===== config.mk =====
export PLATFORM = sky130hd
export DESIGN_NAME = ddr_cmd_arbiter
export DESIGN_NICKNAME = d
export VERILOG_FILES = /design/src/rtl/ddr_cmd_arbiter.sv
export SDC_FILE = /design/constraint.sdc
export NUM_CORES = 1
export LEC_CHECK = 0
export ABC_AREA = 1
export CAP_MARGIN = 20
export CORE_AREA = 2 2 344 346
export CTS_BUF_LIST = sky130_fd_sc_hd__clkbuf_4
export CTS_CLUSTER_DIAMETER = 150
export DETAILED_ROUTE_END_ITERATION = 10
export DIE_AREA = 0 0 346 348
export MAX_ROUTING_LAYER = met4
export SYNTH_ARGS = -nofsm -noshare
export SYNTH_HDL_FRONTEND = slang
export SYNTH_SLANG_ARGS = --single-unit

===== constraint.sdc =====
create_clock -name clock -period 3.3 [get_ports clock]
set_input_delay 0.66 -clock clock [delete_from_list [all_inputs] [get_ports clock]]
set_output_delay 0.66 -clock clock [all_outputs]
set_load 0.02 [all_outputs]

===== src/rtl/ddr_cmd_arbiter.sv =====
// Two-master round-robin arbiter for the shared DDR command path.
// Read returns are steered back to their issuer via an owner-tag FIFO.
module ddr_cmd_arbiter #(
  parameter int TAG_DEPTH = 8,
  parameter int TAG_AW    = 3
) (
  input  logic              clock,
  input  logic              reset,
  input  logic              m0_req,
  input  logic              m0_read,
  input  logic [25:0]       m0_addr,
  input  logic [127:0]      m0_wdata,
  output logic              m0_wdRd,
  output logic              m0_ack,
  output logic              m0_rdValid,
  output logic              m0_rdLast,
  output logic [127:0]      m0_rdData,
  input  logic              m1_req,
  input  logic              m1_read,
  input  logic [25:0]       m1_addr,
  input  logic [127:0]      m1_wdata,
  output logic              m1_wdRd,
  output logic              m1_ack,
  output logic              m1_rdValid,
  output logic              m1_rdLast,
  output logic [127:0]      m1_rdData,
  input  logic              afFull,
  input  logic              wbFull,
  input  logic              rbEmpty,
  input  logic [127:0]      readData,
  output logic              wrAF,
  output logic              afRead,
  output logic [25:0]       afAddress,
  output logic              wrWB,
  output logic [127:0]      writeData,
  output logic              rdRB,
  output logic [TAG_AW:0]   outstanding,
  output logic              rbOrphan
);

  typedef enum logic {
    IDLE,
    WR2
  } state_e;

  localparam logic [TAG_AW:0] DEPTH = (TAG_AW + 1)'(TAG_DEPTH);

  state_e               state_q, state_d;
  logic                 lastGrant_q, lastGrant_d;
  logic                 owner_q, owner_d;
  logic                 rbHalf_q, rbHalf_d;
  logic                 rbOrphan_q, rbOrphan_d;
  logic [TAG_DEPTH-1:0] tag_q;
  logic [TAG_AW-1:0]    wptr_q, rptr_q;
  logic [TAG_AW:0]      count_q, count_d;

  logic         push, pop, head;
  logic         win, win_any, win_read;
  logic [25:0]  win_addr, own_addr;
  logic [127:0] win_wdata, own_wdata;

  always_comb begin
    win = 1'b0;
    unique case (1'b1)
      m0_req && m1_req:  win = ~lastGrant_q;
      m1_req && !m0_req: win = 1'b1;
      default:           win = 1'b0;
    endcase
    win_any   = m0_req | m1_req;
    win_read  = win ? m1_read  : m0_read;
    win_addr  = win ? m1_addr  : m0_addr;
    win_wdata = win ? m1_wdata : m0_wdata;
    own_addr  = owner_q ? m1_addr  : m0_addr;
    own_wdata = owner_q ? m1_wdata : m0_wdata;
  end

  // No skipping: a busy winner blocks the other master this cycle.
  always_comb begin
    state_d     = state_q;
    lastGrant_d = lastGrant_q;
    owner_d     = owner_q;
    push        = 1'b0;
    m0_wdRd     = 1'b0;
    m1_wdRd     = 1'b0;
    m0_ack      = 1'b0;
    m1_ack      = 1'b0;
    wrAF        = 1'b0;
    afRead      = 1'b0;
    afAddress   = '0;
    wrWB        = 1'b0;
    writeData   = '0;
    if (!reset) begin
      unique case (state_q)
        IDLE: begin
          if (win_any && win_read) begin
            if (!afFull && count_q < DEPTH) begin
              wrAF        = 1'b1;
              afRead      = 1'b1;
              afAddress   = win_addr;
              push        = 1'b1;
              lastGrant_d = win;
              m0_ack      = ~win;
              m1_ack      = win;
            end
          end else if (win_any && !wbFull) begin
            wrWB      = 1'b1;
            writeData = win_wdata;
            m0_wdRd   = ~win;
            m1_wdRd   = win;
            owner_d   = win;
            state_d   = WR2;
          end
        end
        WR2: begin
          if (!wbFull && !afFull) begin
            wrWB        = 1'b1;
            writeData   = own_wdata;
            wrAF        = 1'b1;
            afAddress   = own_addr;
            m0_wdRd     = ~owner_q;
            m1_wdRd     = owner_q;
            m0_ack      = ~owner_q;
            m1_ack      = owner_q;
            lastGrant_d = owner_q;
            state_d     = IDLE;
          end
        end
        default: state_d = IDLE;
      endcase
    end
  end

  always_comb begin
    head       = tag_q[rptr_q];
    rdRB       = !reset && !rbEmpty && (count_q != '0);
    pop        = rdRB && rbHalf_q;
    rbHalf_d   = rdRB ? ~rbHalf_q : rbHalf_q;
    rbOrphan_d = rbOrphan_q | (!rbEmpty && count_q == '0);
    m0_rdValid = rdRB && !head;
    m1_rdValid = rdRB && head;
    m0_rdLast  = m0_rdValid && rbHalf_q;
    m1_rdLast  = m1_rdValid && rbHalf_q;
    m0_rdData  = m0_rdValid ? readData : '0;
    m1_rdData  = m1_rdValid ? readData : '0;
    outstanding = reset ? '0 : count_q;
    rbOrphan    = reset ? 1'b0 : rbOrphan_q;
    count_d = count_q;
    unique case ({push, pop})
      2'b10:   count_d = count_q + (TAG_AW + 1)'(1);
      2'b01:   count_d = count_q - (TAG_AW + 1)'(1);
      default: count_d = count_q;
    endcase
  end

  always_ff @(posedge clock) begin
    if (reset) begin
      state_q     <= IDLE;
      lastGrant_q <= 1'b1;
      owner_q     <= 1'b0;
      rbHalf_q    <= 1'b0;
      rbOrphan_q  <= 1'b0;
      wptr_q      <= '0;
      rptr_q      <= '0;
      count_q     <= '0;
    end else begin
      state_q     <= state_d;
      lastGrant_q <= lastGrant_d;
      owner_q     <= owner_d;
      rbHalf_q    <= rbHalf_d;
      rbOrphan_q  <= rbOrphan_d;
      count_q     <= count_d;
      if (push) begin
        tag_q[wptr_q] <= win;
        wptr_q        <= wptr_q + TAG_AW'(1);
      end
      if (pop) begin
        rptr_q <= rptr_q + TAG_AW'(1);
      end
    end
  end

endmodule


# Word level (Yosys, flattened, before mapping)
# Cells that the tools add are included.
[totals]
register_bits = 23
output_inout_bits = 427
[classes]
mux = 61
n_eq_ne = 5
bitwise_logic = 9
magnitude_cmp = 4
add_sub_neg = 4
n_reduce_logical = 27
[op_table]
columns = ["operator", "count"]
rows = [
  ["128-bit two-way mux", 8],
  ["128-bit case mux with 2 select lines", 1],
  ["26-bit two-way mux", 6],
  ["26-bit case mux with 2 select lines", 1],
  ["1-bit two-way mux", 31],
  ["1-bit case mux with 2 select lines", 9],
  ["1-bit logical AND", 15],
  ["8-bit bitwise mux", 1],
  ["3-bit by 4-bit less-than comparator with 1-bit output, second input constant", 2],
  ["4-bit case mux with 2 select lines", 1],
  ["1-bit NOT", 7],
  ["3-bit by 1-bit adder with 3-bit output, second input constant", 2],
  ["1-bit zero test", 6],
  ["3-bit AND reduction", 2],
  ["4-bit by 1-bit adder with 4-bit output, second input constant", 1],
  ["4-bit zero test", 1],
  ["4-bit less-than comparator, second input constant", 1],
  ["4-bit two-way mux", 1],
  ["2-bit != test, second input constant", 2],
  ["4-bit nonzero test", 1],
  ["4-bit by 1-bit subtractor with 4-bit output, second input constant", 1],
  ["1-bit binary-select mux with 3-bit select", 1],
  ["1-bit demux with 3-bit select", 1],
  ["3-bit by 1-bit greater-or-equal comparator with 1-bit output, second input constant", 1],
  ["other kinds (6)", 7],
]

# Longest topological paths before layout
# Gate-level depths: netlist of the first run.
[depth]
depth_word = 10
mapped_depth = 16

# Least setup slack after synthesis of the first run
# No wires, ideal clock.
[synth_timing]
path_kind = "input port to output port"
start = "input reset"
end = "output m0_rdData[118]"
stages = 8
arrival_ns = 1.902
path_buffers = 3
t_required_ns = 2.640
path_slack_ns = 0.738
cell_sequence = "clkbuf_1 nor2_1 nand2_1 inv_1 nand2_1 buf_2 buf_6 nor2_1"
[synth_via]
elab_chain_len = 5
[synth_lines]
columns = ["element", "line_no", "rtl"]
rows = [
  ["start: declaration", "8", "input logic reset,"],
  ["1-bit zero test", "135", "rdRB = !reset && !rbEmpty && (count_q != '0);"],
  ["1-bit logical AND (2 in series)", "135", ""],
  ["net rdRB", "36", "output logic rdRB,"],
  ["1-bit logical AND", "139", "m0_rdValid = rdRB && !head;"],
  ["128-bit two-way mux", "143", "m0_rdData = m0_rdValid ? readData : '0;"],
  ["end: declaration", "17", "output logic [127:0] m0_rdData,"],
]
# The timed path passes the listed nets, and every way through them passes these cells.

# Worst setup path after layout of the first run
[layout_timing]
start = "input afFull"
end = "output writeData[45]"
[layout_via]
elab_chain_len = 5
[layout_lines]
columns = ["element", "line_no", "rtl"]
rows = [
  ["start: declaration", "27", "input logic afFull,"],
  ["1-bit zero test", "115", "if (!wbFull && !afFull) begin"],
  ["1-bit logical AND", "115", ""],
  ["128-bit two-way mux", "115", ""],
  ["128-bit case mux with 2 select lines", "93", "unique case (state_q)"],
  ["128-bit two-way mux", "92", "if (!reset) begin"],
  ["end: declaration", "35", "output logic [127:0] writeData,"],
]
# No other way between the ends.

==> results of run 1 <==
[through the flow]
stage	setup TNS, ns	total power, mW	area, um^2
after global placement	-67.51	2.80	21300
after global routing	-0.0913	3.20	22400
after CTS	0	3.04	21800
final	0	3.02	22400
after detailed placement	-62.61	2.81	21300
after floorplan	0	1.26	9000
[worst max-delay path, stage by stage]
cell and delay (ns):
dlygate4sd2_1 0.30, nor2_4 0.17, buf_12 0.12, nand2_8 0.06
buf_4 0.21, buf_12 0.20, o21ai_0 0.18, nand2_1 0.08
a21oi_2 0.25, buf_4 0.16, buf_4 0.14
[registers in the layout, indices dropped and copies added (netlist names)]
register,flops
tag_q,8
count_q,4
rptr_q,3
wptr_q,3
lastGrant_q,1
owner_q,1
rbHalf_q,1
rbOrphan_q,1
state_q,1
[layout make-up]
type | instances | share of cell area
Sequential cell | 23 | 0.0243
Multi-Input combinational cell | 1452 | 0.296
Tap cell | 1536 | 0.0859
Timing Repair Buffer | 1014 | 0.532
Clock buffer | 4 | 0.00134
Inverter | 338 | 0.0569
Antenna cell | 37 | 0.00414
[cells in the mapped netlist]
cell / count
o21ai_2: 3
clkbuf_2: 1
edfxtp_1: 8
o22ai_1: 1
nor2_1: 375
ha_1: 5
inv_2: 4
nand2_1: 580
buf_1: 3
nand3_1: 9
nand3_2: 2
clkbuf_1: 64
o21ai_1: 34
o211ai_1: 1
buf_2: 28
nor2_4: 4
buf_6: 37
nand2_2: 3
nand2_4: 1
dfxtp_1: 15
o21ai_0: 261
inv_1: 334
nand4_1: 4
o221ai_1: 26
nor3_1: 1
a21oi_1: 141
xnor2_1: 1
buf_4: 14
[layer usage]
layer | vias up | part of all wire | GRT usage
met1 | 7545 | 0.39 | 0.168
met5 | - | 0 | -
met2 | 834 | 0.50 | 0.273
met3 | 78 | 0.088 | 0.0493
li1 | 7787 | - | -
met4 | 0 | 0.019 | 0.0217
[logic make-up (layout without fill, tap and decap cells)]
logic type	Yosys count	after routing	synth area share
AND/OR/NAND/NOR	979	979	0.417
buffers and inverters	485	1356	0.243
AO/OA/AOI/OAI	467	467	0.272
flip-flops	23	23	0.0600
adder cells (fa/ha/maj)	5	5	0.00695
XOR/XNOR	1	1	0.000973
other	0	37	0
[power by group through the flow]
stage / clock (mW) / sequential (mW) / combinational, mW
after floorplan: 0 / 0.315 / 0.942
after global placement: 0 / 0.325 / 2.47
after detailed placement: 0 / 0.325 / 2.48
after CTS: 0.150 / 0.319 / 2.57
after global routing: 0.158 / 0.321 / 2.72
final: 0.146 / 0.320 / 2.55
[worst max path at each step]
| stage | end | slack, ns | cells past startpoint |
|---|---|---|---|
| finish | writeData[45] | 0.03 | 11 |
| global route | m1_rdData[114] | -0.04 | 8 |
| CTS | afAddress[22] | 0.002 | 9 |
| global placement | writeData[90] | -0.69 | 14 |
| detailed placement | writeData[95] | -0.66 | 12 |
| floorplan | m0_rdData[118] | 0.74 | 8 |
[what timing repair did]
action | in CTS | in global routing
gates cloned | 5 | 0
resized for setup | 133 | 156
setup buffers | 7 | 3
endpoints found under the setup margin | 232 | 176
pin swaps | 5 | 9
==> flow_metrics.tcl, run 1 <==
set metrics [dict create \
    dieArea_um2 120000 \
    critPathArrivalTime_ns 2.61 \
    viasPerCell 3.69 \
    dieHeight_um 348 \
    numCtsBuffers 3 \
    maxCapViolCount 0 \
    hold_viol_final 0 \
    combPwrFrac 0.846 \
    grt_max_degree 97 \
    placed_cells 4347 \
    initial_core_util 0.0770 \
    yosysTopAreaCell "nand2_1" \
    grt_use_total 0.153 \
    min_path_type "flop to flop" \
    leakagePower_nw 11.8 \
    path_clk_slew_ns 0.13 \
    gp_congestion 0.956 \
    multiInputGateArea_um2 6620 \
    layout_commonest_cell "nand2_1" \
    antenna_found_initial 59 \
    layout_common_cells "577 x nand2_1, 482 x clkdlybuf4s50_1, 372 x nor2_1" \
    finalCritPeriodShare 0.990 \
    io_buffer_count 871 \
    grt_overflow 0 \
    grt_pass1_wl_um 125000 \
    power_density_nw_per_um2 135 \
    start_kind "input pin" \
    core-area_um2 117000 \
    worst_hold_slack_ns 0.492 \
    io_pins 872 \
    clockBufferDepth 2 \
    min_from "rbOrphan_q" \
    post-route-drc-count 0 \
    ff2ff_setup_slack_ns 0.95 \
    dieWidth_um 346 \
    cp.required_ns 2.64 \
    yosysSeqAreaShare 0.0600 \
    layout_setup_ws_ns 0.0327 \
    wl_per_cell_um 21.7 \
    syn2layout_area_growth_pct 148 \
    cts_root_buffer "clkbuf_4" \
    holdBufCountCts 0 \
    cts_max_level 1 \
    outcome "finished clean" \
    cp_max_fo 66 \
    regArea_um2 544 \
    stdcell_count 4404 \
    synthTopCellsByArea "nand2_1 24%, nor2_1 16%, o21ai_0 15%" \
    skew_ns 0.00756 \
    cp-startpoint "afFull" \
    synth_top_area_share 0.242 \
    vias 16200 \
    fin_nets 3282 \
    syn_nets 2410 \
    drt.antenna.violating_nets 0 \
    row_count 126 \
    p_clk_frac 0.048 \
    seqPwrFrac 0.106 \
    relSlewSlack 0.642 \
    finalSetupViolCount 0 \
    syn_area_um2 9000 \
    p_switching_mw 1.43 \
    synth_cells 1960 \
    hold_end "rbOrphan_q" \
    ys_ff_latch 23 \
    hpwl_um 83700 \
    drtIter0Drc 1224 \
    worst-slew-pin-transition_ns 0.538 \
    endpoint_kind "output pin" \
    numClockSinks 23 \
    clock_latency_ns 0.32 \
    power.internal_mw 1.58 \
    synth.distinct_cells 28 \
    reg2reg_from "lastGrant_q" \
    ir_drop_mv 0.104 \
    switching_share 0.475 \
    fin_util 0.191 \
    cts_tree "built" \
    drt_first_pass_iters 5 \
    worstReg2RegEnd "count_q[2]" \
    fmax_ghz 0.306 \
    drv_slew 0 \
    r2r_cells 16 \
    nFillCells 13300 \
    critPathKind "input pin to output pin" \
    dp_slack_ns -0.662 \
    grt_pass1_vias 14900 \
    fin_crit_ns 3.27 \
    grt_setup_unrepaired "true" \
    drive_gt1_frac 0.149 \
    drt-total-wl_um 95600 \
    syn-mean-instance-area_um2 4.59 \
    yosysWarnings 0 \
    min_path_cells 2 \
]
Power figures use the tool's default switching activity.
==> run 2: changes to the inputs <==
--- a/config.mk
+++ b/config.mk
@@ -12,7 +12,9 @@
 export CTS_CLUSTER_DIAMETER = 150
 export DETAILED_ROUTE_END_ITERATION = 10
 export DIE_AREA = 0 0 346 348
+export GPL_TIMING_DRIVEN = 0
 export MAX_ROUTING_LAYER = met4
+export SKIP_CTS_REPAIR_TIMING = 1
 export SYNTH_ARGS = -nofsm -noshare
 export SYNTH_HDL_FRONTEND = slang
 export SYNTH_SLANG_ARGS = --single-unit
==> constraint.sdc (replaced) <==
create_clock -name clock -period 3.99 [get_ports clock]
set_input_delay 0.798 -clock clock [delete_from_list [all_inputs] [get_ports clock]]
set_output_delay 0.798 -clock clock [all_outputs]
set_load 0.02 [all_outputs]
==> run 2 against run 1 <==
Against the previous run: critical path depth decreased by 1; flip-flop and latch count unchanged; utilization decreased by 1.7 points.
==> flow_metrics.tcl, run 2 (synthesis results as in run 1) <==
set metrics [dict create \
    outcome "finished clean" \
    cts_max_level 1 \
    dieArea_um2 120000 \
    drt-total-wl_um 102000 \
    finalCritPeriodShare 0.983 \
    cts_root_buffer "clkbuf_4" \
    layout_common_cells "623 x clkdlybuf4s50_1, 578 x nand2_1, 372 x nor2_1" \
    power_density_nw_per_um2 115 \
    cp_max_fo 10 \
    cts_tree "built" \
    vias 16000 \
    ir_drop_mv 0.0931 \
    grt_use_total 0.163 \
    slowest_delay_ns 0.53 \
    post-route-drc-count 0 \
    drt.antenna.violating_nets 0 \
    io_buffer_count 870 \
    cp.required_ns 3.19 \
    critPathArrivalTime_ns 3.12 \
    fin_nets 3291 \
    clockBufferDepth 2 \
    tns_ns 0 \
    start_kind "input pin" \
    largest-register "tag_q" \
    min_path_cells 2 \
    core-area_um2 117000 \
    top_regs "tag_q: 8 flops, count_q: 4 flops" \
    drt_first_pass_iters 6 \
    syn2layout_area_growth_pct 126 \
    grt_max_degree 14 \
    worstPathCellList "clkdlybuf4s50_1 -> nand2_4 -> nor2_4 -> clkbuf_4 -> buf_2 -> nand2_1 -> o21ai_0 -> nand2_1 -> a21oi_1 -> clkbuf_2" \
    fin_util 0.174 \
    layout_commonest_cell "clkdlybuf4s50_1" \
    relSlewSlack 0.237 \
    numCtsBuffers 3 \
    drtIter0Drc 1097 \
    r2r_cells 15 \
    fmax_ghz 0.255 \
    hpwl_um 92600 \
    hold_viol_final 0 \
    finalSetupViolCount 0 \
    dieWidth_um 346 \
    wl_per_cell_um 23.2 \
    maxCapViolCount 0 \
    numClockSinks 23 \
    path_clk_slew_ns 0.14 \
    clock_latency_ns 0.32 \
    grt_pass1_vias 15300 \
    grt_pass1_wl_um 131000 \
    viasPerCell 3.65 \
    critPathKind "input pin to output pin" \
    grt_overflow 0 \
    worst-slew-pin-transition_ns 1.14 \
    slowest_stage "clkdlybuf4s50_1" \
    critPathMostFrequentCell "nand2_1" \
    drv_slew 0 \
    endpoint_kind "output pin" \
    drive_gt1_frac 0.0852 \
    leakagePower_nw 11.1 \
    initial_core_util 0.0770 \
    fin_crit_ns 3.92 \
    skew_ns 0.00793 \
    io_pins 872 \
    largest_reg_flops 8 \
    gp_congestion 0.940 \
    min_path_type "flop to flop" \
    antenna_found_initial 40 \
    row_count 126 \
    dieHeight_um 348 \
]
==> run 2: cell types whose count changed in the layout (fill, tap and decap cells not counted), sizes merged <==
cell	change
diode	-16
buf	-255
clkdlybuf4s15	-1
clkinv	+1
dlymetal6s2s	+41
clkinvlp	+1
clkdlybuf4s50	+141
bufbuf	-3
clkbuf	+141
inv	-1
dlygate4sd2	-56
==> run 2: cell type report <==
cell class,instances,area [um^2]
fill,13600,96600
timing repair buffer,876,8910
multi-input combinational,1452,6660
tap,1536,1920
inverter,338,1280
buffer,147,987
sequential,23,541
antenna,21,52.6
clock buffer,3,22.5
clock inverter,1,5.00
==> run 2: final timing paths <==
path,startpoint,to,slack [ns]
worst max-delay path,m1_req,writeData[48],0.07
worst min-delay path,rbOrphan_q,rbOrphan_q,0.50
worst max register to register,lastGrant_q,count_q[2],1.63
worst min register to register,rbOrphan_q,rbOrphan_q,0.50
==> run 2: routing by layer <==
layer  global-route usage  wire length (um)  vias up
met5                    -                 0        -
met4               0.0387              3560        0
met3               0.0310              6270      117
met2                0.292             50900      780
met1                0.186             41400     7369
li1                     -                 -     7768
==> run 2: metrics by stage <==
stage | total power, mW | std cells | area (um^2) | hold slack, ns | setup WS (ns)
4_1_cts | 2.33 | 4370 | 19700 | 0.487 | -1.16
3_5_place_dp | 2.21 | 4366 | 19600 | 0.469 | -1.14
6_report | 2.34 | 4397 | 20400 | 0.498 | 0.0674
3_3_place_gp | 2.21 | 4366 | 19600 | 0.460 | -1.15
5_1_grt | 2.50 | 4388 | 20400 | 0.522 | -0.00294
2_1_floorplan | 1.04 | 1960 | 9000 | 0.446 | 1.15
==> run 2: worst max-delay path, delay by kind of cell <==
| kind | cells | cell delay, ns |
|---|---|---|
| AO/OA/AOI/OAI | 2 | 0.46 |
| buffers and inverters | 4 | 1.38 |
| AND/OR/NAND/NOR | 4 | 0.46 |
==> run 2: report_power, final <==
part	switching (mW)	internal [mW]
Sequential	0.00635	0.252
Combinational	1.14	0.830
Clock	0.0783	0.0375
==> run 3: changes to the inputs <==
--- a/config.mk
+++ b/config.mk
@@ -9,7 +9,6 @@
 export CAP_MARGIN = 20
 export CORE_AREA = 2 2 344 346
 export CTS_BUF_LIST = sky130_fd_sc_hd__clkbuf_4
-export CTS_CLUSTER_DIAMETER = 150
 export DETAILED_ROUTE_END_ITERATION = 10
 export DIE_AREA = 0 0 346 348
 export GPL_TIMING_DRIVEN = 0
==> results of run 3 <==
The final DEF is identical to that of run 2; final timing and power are the same.
